File: src/rtl/fc_layer_sequencer_pkg.sv
// Shared types and sizing helpers for the fully-connected layer sequencer.
package fc_seq_pkg;

    typedef enum logic [1:0] {
        ST_LOAD,
        ST_SETTLE,
        ST_OUT
    } state_t;

    localparam int SETTLE_CNT_W = 4;

    // Layer output width: product of two WIDTH-bit values plus adder-tree growth.
    function automatic int calc_out_w(input int width, input int n_in);
        return width * 2 + $clog2(n_in);
    endfunction

endpackage

File: src/rtl/fc_layer_sequencer_if.sv
// Activation input stream and result output stream of the sequencer.
interface fc_layer_sequencer_if #(
    parameter int WIDTH = 8,
    parameter int OUT_W = 23
);
    logic [WIDTH-1:0] in_data;
    logic             in_valid;
    logic             in_last;
    logic             in_ready;
    logic [OUT_W-1:0] out_data;
    logic             out_valid;
    logic             out_ready;

    modport master (
        output in_data, in_valid, in_last, out_ready,
        input  in_ready, out_data, out_valid
    );

    modport slave (
        input  in_data, in_valid, in_last, out_ready,
        output in_ready, out_data, out_valid
    );
endinterface

File: src/rtl/fc_layer_sequencer_input_bank.sv
// IN x WIDTH activation register bank feeding the layer's x[] inputs.
module fc_input_bank #(
    parameter int WIDTH = 8,
    parameter int IN    = 128
) (
    input  logic                     clk,
    input  logic                     rst_n,
    input  logic                     wr_en,
    input  logic [$clog2(IN)-1:0]    wr_idx,
    input  logic [WIDTH-1:0]         wr_data,
    input  logic                     clr,
    output logic [WIDTH*IN-1:0]      x_bus
);
    logic [IN-1:0][WIDTH-1:0] bank;

    // Clear wins over write so a cleared bank always starts the next vector at zero.
    always_ff @(posedge clk) begin
        if (!rst_n || clr) begin
            bank <= '0;
        end else if (wr_en) begin
            bank[wr_idx] <= wr_data;
        end
    end

    assign x_bus = bank;
endmodule

File: src/rtl/fc_layer_sequencer.sv
// Loads a vector of activations, holds it for the layer to settle, then
// registers the layer result onto a valid/ready output stream.
//
// state     | meaning
// ST_LOAD   | accepting activation beats into the bank
// ST_SETTLE | bank frozen, counting down the settle time
// ST_OUT    | result held on out_data until downstream accepts
module fc_layer_sequencer
    import fc_seq_pkg::*;
#(
    parameter int WIDTH         = 8,
    parameter int IN            = 128,
    parameter int OUT_W         = calc_out_w(WIDTH, IN),
    parameter int SETTLE_CYCLES = 2
) (
    input  logic                      clk,
    input  logic                      rst_n,
    fc_layer_sequencer_if.slave       s,
    output logic [WIDTH*IN-1:0]       x_bus,
    input  logic [OUT_W-1:0]          z_in,
    output logic                      busy,
    output logic                      err_len
);
    localparam int IDX_W = $clog2(IN);
    localparam logic [IDX_W-1:0] IDX_LAST = IDX_W'(IN - 1);

    state_t                  state;
    logic [IDX_W-1:0]        idx;
    logic [SETTLE_CNT_W-1:0] cnt;
    logic                    in_ready_q;
    logic                    out_valid_q;
    logic [OUT_W-1:0]        out_data_q;

    logic accept;
    logic last_beat;
    logic out_fire;

    assign accept    = s.in_valid && in_ready_q;
    assign last_beat = (idx == IDX_LAST) || s.in_last;
    assign out_fire  = out_valid_q && s.out_ready;

    assign s.in_ready  = in_ready_q;
    assign s.out_valid = out_valid_q;
    assign s.out_data  = out_data_q;
    assign busy        = (state != ST_LOAD) || (idx != '0);

    fc_input_bank #(
        .WIDTH (WIDTH),
        .IN    (IN)
    ) u_bank (
        .clk     (clk),
        .rst_n   (rst_n),
        .wr_en   (accept),
        .wr_idx  (idx),
        .wr_data (s.in_data),
        .clr     (out_fire),
        .x_bus   (x_bus)
    );

    // Sequencer FSM with registered handshake outputs, settle timer and length check.
    always_ff @(posedge clk) begin
        if (!rst_n) begin
            state       <= ST_LOAD;
            idx         <= '0;
            cnt         <= '0;
            in_ready_q  <= 1'b1;
            out_valid_q <= 1'b0;
            out_data_q  <= '0;
            err_len     <= 1'b0;
        end else begin
            case (state)
                ST_LOAD: begin
                    if (accept) begin
                        if (last_beat) begin
                            state      <= ST_SETTLE;
                            cnt        <= SETTLE_CNT_W'(SETTLE_CYCLES - 1);
                            idx        <= '0;
                            in_ready_q <= 1'b0;
                            // Short vector (early last) or overlong one (no last at the end).
                            if (s.in_last != (idx == IDX_LAST)) begin
                                err_len <= 1'b1;
                            end
                        end else begin
                            idx <= idx + IDX_W'(1);
                        end
                    end
                end
                ST_SETTLE: begin
                    if (cnt == '0) begin
                        out_data_q  <= z_in;
                        out_valid_q <= 1'b1;
                        state       <= ST_OUT;
                    end else begin
                        cnt <= cnt - SETTLE_CNT_W'(1);
                    end
                end
                ST_OUT: begin
                    if (out_fire) begin
                        out_valid_q <= 1'b0;
                        in_ready_q  <= 1'b1;
                        state       <= ST_LOAD;
                    end
                end
                default: begin
                    state <= ST_LOAD;
                end
            endcase
        end
    end
endmodule
File: src/flat_wrapper.sv
// flat-port wrapper written by rule: the top's interface ports become plain ports
module fc_layer_sequencer_flat import fc_seq_pkg::*;
#(
    parameter int WIDTH         = 8,
    parameter int IN            = 128,
    parameter int OUT_W         = calc_out_w(WIDTH, IN),
    parameter int SETTLE_CYCLES = 2
)
  (clk, rst_n, x_bus, z_in, busy, err_len, s_in_data, s_in_valid, s_in_last, s_out_ready, s_in_ready, s_out_data, s_out_valid);
  fc_layer_sequencer_if #(.WIDTH(WIDTH), .OUT_W(OUT_W)) s_i ();
  input  logic clk;
  input  logic rst_n;
  output logic [WIDTH*IN-1:0] x_bus;
  input  logic [OUT_W-1:0] z_in;
  output logic busy;
  output logic err_len;
  input wire logic [$bits(s_i.in_data)-1:0] s_in_data;
  input wire logic [$bits(s_i.in_valid)-1:0] s_in_valid;
  input wire logic [$bits(s_i.in_last)-1:0] s_in_last;
  input wire logic [$bits(s_i.out_ready)-1:0] s_out_ready;
  output wire logic [$bits(s_i.in_ready)-1:0] s_in_ready;
  output wire logic [$bits(s_i.out_data)-1:0] s_out_data;
  output wire logic [$bits(s_i.out_valid)-1:0] s_out_valid;
  assign s_i.in_data = s_in_data;
  assign s_i.in_valid = s_in_valid;
  assign s_i.in_last = s_in_last;
  assign s_i.out_ready = s_out_ready;
  assign s_in_ready = s_i.in_ready;
  assign s_out_data = s_i.out_data;
  assign s_out_valid = s_i.out_valid;
  fc_layer_sequencer #(.WIDTH(WIDTH), .IN(IN), .OUT_W(OUT_W), .SETTLE_CYCLES(SETTLE_CYCLES)) u_core (.clk(clk), .rst_n(rst_n), .s(s_i), .x_bus(x_bus), .z_in(z_in), .busy(busy), .err_len(err_len));
endmodule
File: config.mk
export PLATFORM = sky130hd
export DESIGN_NAME = fc_layer_sequencer_flat
export DESIGN_NICKNAME = d
export VERILOG_FILES = /design/src/rtl/fc_layer_sequencer_pkg.sv /design/src/rtl/fc_layer_sequencer_if.sv /design/src/rtl/fc_layer_sequencer_input_bank.sv /design/src/rtl/fc_layer_sequencer.sv /design/src/flat_wrapper.sv
export SDC_FILE = /design/constraint.sdc
export NUM_CORES = 2
export LEC_CHECK = 0
export CORE_AREA = 2 2 419 421
export DETAILED_ROUTE_END_ITERATION = 10
export DIE_AREA = 0 0 421 423
export PLACE_DENSITY_LB_ADDON = 0.05
export SYNTH_ARGS = -nofsm -noshare
export SYNTH_HDL_FRONTEND = slang
export SYNTH_SLANG_ARGS = --single-unit
File: constraint.sdc
create_clock -name clk -period 6.5 [get_ports clk]
set_clock_uncertainty 0.15 [all_clocks]
set_input_delay 0.975 -clock clk [delete_from_list [all_inputs] [get_ports clk]]
set_output_delay 0.975 -clock clk [all_outputs]
set_load 0.02 [all_outputs]
==> summary.md <==
| Metric | Value |
|---|---|
| Final Cell Area | `around 57000 µm²` |
| Top cell by count, worst path | `buf_4` |
| Post-synthesis cell type count | `55` |
| Worst-Skew Late Latency | `just under 800 ps` |
| CTS tree | `yes` |
| Fmax | `about 250 MHz` |
| FF-to-FF path depth | `7` |
| Routed wire length | `roughly 180 mm` |
| Die height | `between 400 and 500 µm` |
| Min Tclk post-route | `approximately 4000 ps` |
| Core Box Area | `173200 µm²` |
| Power, Total | `15.63 mW` |
| DR vias | `roughly 30000` |
| Syn Std Cell Area | `approximately 40000 µm²` |
| Vias in the first global route | `30145` |
| Final period util | `between 60% and 70%` |
| Max Cap Viol | `0` |
| Setup TNS | `0 ps` |
| Worst-path maximum fanout | `10` |
| Clk root buf | `clkbuf_16` |
| CP Class | `reg2out` |
| Dpl cells | `6889` |
| Final Slew Violations | `0` |
| Post-synthesis sequential element count | `around 1100` |
| Clock buffer depth | `3` |
| Final ANT Viol Nets | `0` |
| Avg Cell Area, Syn | `around 11 µm²` |
| Data arrival, critical path | `roughly 2900 ps` |
| Row count | `between 150 and 200` |
| Nets | `around 4700` |
| PD cells | `roughly 270 nW/µm²` |
| Routed len/inst | `~25 µm` |
| DR iter-0 viols | `around 1400` |
| VDD IR max | `~0.23 mV` |
| Share of layout cells above drive strength 1 | `8.512%` |
| Hold-fix buffers, CTS | `0` |
| Placement Cell Area | `52440 µm²` |
| Post-CTS sizing | `0` |
| Die width | `421 µm` |
| Max incr delay on CP | `about 700 ps` |
| Share of the yosys chip area belonging to registers | `54.20%` |
| Syn nets | `3773` |
| Pleak | `about 26 nW` |
| Final setup viols | `0` |
| Reg2reg setup slack | `3250 ps` |
| RSZ-0062 raised after global routing | `no` |
| Worst hold path type | `reg2reg` |
| CTS H-tree depth | `4` |
| Multi-input logic area | `between 15000 and 20000 µm²` |
| GRT Residual Overflow | `0` |
| Place WS | `between 2000 and 2500 ps` |
| First-pass GRT wire length | `250.6 mm` |
| Crit path required time | `~5400 ps` |
| Fin cells | `slightly above 7000` |
| Starting Density | `22.66%` |
| Final HPWL DP | `122.1 mm` |
| Crit-path slowest cell | `clkdlybuf4s50_1` |
| Gpl congestion | `between 0.7 and 0.8` |
| Worst rel slew slack | `between 30% and 40%` |
| Drt drc | `0` |
| Cells along the critical path | `buf_4 > nor4_4 > buf_4 > nand4b_1 > clkdlybuf4s50_1` |
| Mapped Cells | `approximately 3700` |
| Num ports | `roughly 1100` |
| Hold depth | `2` |
| Largest net degree at the start of global routing | `151` |
| Tot GR Track Use | `19.64%` |
| Antenna violations before repair | `7` |
| Drt first pass iters | `4` |
| Seq. cell area | `~21000 µm²` |
| Critical Path Source Type | `flop` |
| Die Area | `roughly 180000 µm²` |
| Fillers | `between 15000 and 20000` |
| Post-CTS Setup Inserts | `0` |
| Slew @ Worst Pin | `around 1000 ps` |
| Setup crit end kind | `primary output` |
| Avg Vias per Cell | `4.267` |
| IO Port Bufs | `roughly 1100` |
| Clock tree sinks | `approximately 1100` |
| Total CTS buffers | `~140` |
| Final setup margin | `~2500 ps` |
| Status | `finished clean` |
| Area delta synth->final | `45.07%` |
| Yosys warning total | `0` |
| Hold Vio Cnt, Final | `0` |
| Clk slew on worst S/H paths | `~50 ps` |
## synth_stat cells, drive strengths merged
cell,n,area [µm²]
o21a,1,7.510
and4,2,17.52
a2111oi,3,26.28
a2111o,1,11.26
or3b,1,8.760
or3,3,18.77
nor2,3,11.26
a31oi,1,6.260
and3b,1,8.760
a221oi,1,8.760
dfxtp,1063,21280
o31ai,3,22.52
and3,4,25.02
and4bb,7,87.58
o2111ai,1,8.760
nand3,126,1359
or4,2,15.01
nand2b,2,12.51
a21boi,2,18.77
nand2,1085,4073
nor3b,5,47.54
and2,1,6.260
and4b,4,42.54
o21ai,5,25.02
clkinv,1,3.750
inv,9,33.78
ha,9,112.6
buf,53,331.6
a211oi,2,15.01
nand4b,2,17.52
a211o,2,17.52
nor4,1,21.27
a21oi,31,155.2
nor4bb,1,10.01
o31a,2,17.52
nor2b,4,25.02
xor2,1,8.760
nand4,8,93.84
o21ba,1,10.01
nor4b,2,30.03
clkbuf,241,907.1
nand3b,4,30.03
mux2i,1025,10260
nand4bb,1,11.26
nor3,1,5.000
## flip-flops by register name (all words and copies together), names as in the netlist
signal	flops
u_core.cnt	4
u_core.err_len	1
u_core.idx	7
u_core.s.in_ready	1
u_core.s.out_data	23
u_core.s.out_valid	1
u_core.state	2
u_core.u_bank.x_bus	1024
## routing by layer
layer / vias to the layer above / share of wire (%) / GRT usage, %
met5: - / 0.012 / 0
met4: 4 / 2.7 / 6.073
met3: 219 / 6.3 / 6.167
met2: 737 / 51 / 35.26
met1: 15045 / 40 / 21.98
li1: 14423 / - / -
## layout by cell type (no fill, tap or decap), drive strengths merged, types with 8 or more instances in the layout
| cell | netlist | routed |
|---|---|---|
| nand2 | 1085 | 1085 |
| nand3 | 126 | 126 |
| clkinv | 1 | 21 |
| clkbuf | 241 | 208 |
| nand4 | 8 | 8 |
| buf | 53 | 44 |
| dfxtp | 1063 | 1063 |
| clkdlybuf4s50 | 0 | 1086 |
| a21oi | 31 | 31 |
| inv | 9 | 15 |
| mux2i | 1025 | 1025 |
| ha | 9 | 9 |
## layout make-up
cell class / count / share of cell area, %
flip-flops and latches: 1063 / 37.36
multi-input cells: 2361 / 29.57
repair buffers: 1130 / 19.95
clock buffers: 208 / 7.104
well taps: 2325 / 5.107
clock inverters: 33 / 0.8391
inverters: 10 / 0.06590
diodes: 1 / 0.004393
## path summary, 6_finish.rpt
check | from | end
worst max-delay path | u_core.idx[6]$_SDFFE_PN0P_ | busy
worst min-delay path | u_core.u_bank.x_bus[730]$_SDFFE_PP0P_ | u_core.u_bank.x_bus[730]$_SDFFE_PP0P_
worst max register to register | u_core.idx[6]$_SDFFE_PN0P_ | u_core.cnt[3]$_SDFFE_PN0P_
worst min register to register | u_core.u_bank.x_bus[730]$_SDFFE_PP0P_ | u_core.u_bank.x_bus[730]$_SDFFE_PP0P_
## critical path, delay by kind of cell (launching register included)
family                 cells  cell delay (ps)
buffers and inverters      3             1270
DFF                        1              630
and+or+nand+nor            2              230
## power breakdown
group | switching [mW] | total [mW] | internal, mW
sequential | 0.0450 | 6.61 | 6.56
combinational | 1.04 | 1.32 | 0.281
clock | 3.12 | 7.70 | 4.58
## stage by stage
step	utilization, %	hold slack (ps)
CTS	32.88	305.7
global placement	30.27	291.7
detailed placement	30.27	298.1
finish	32.88	304.3
global route	32.88	317.1
floorplan	-	340.7
## cells by family after synthesis
logic type      synth area share (%)
mux                            26.13
xor+xnor                     0.02231
compound gates                0.8923
simple gates                   15.22
fa+ha+maj                     0.2868
buf+inv                        3.250
flops                          54.20
(Power assumes the default switching activity.)
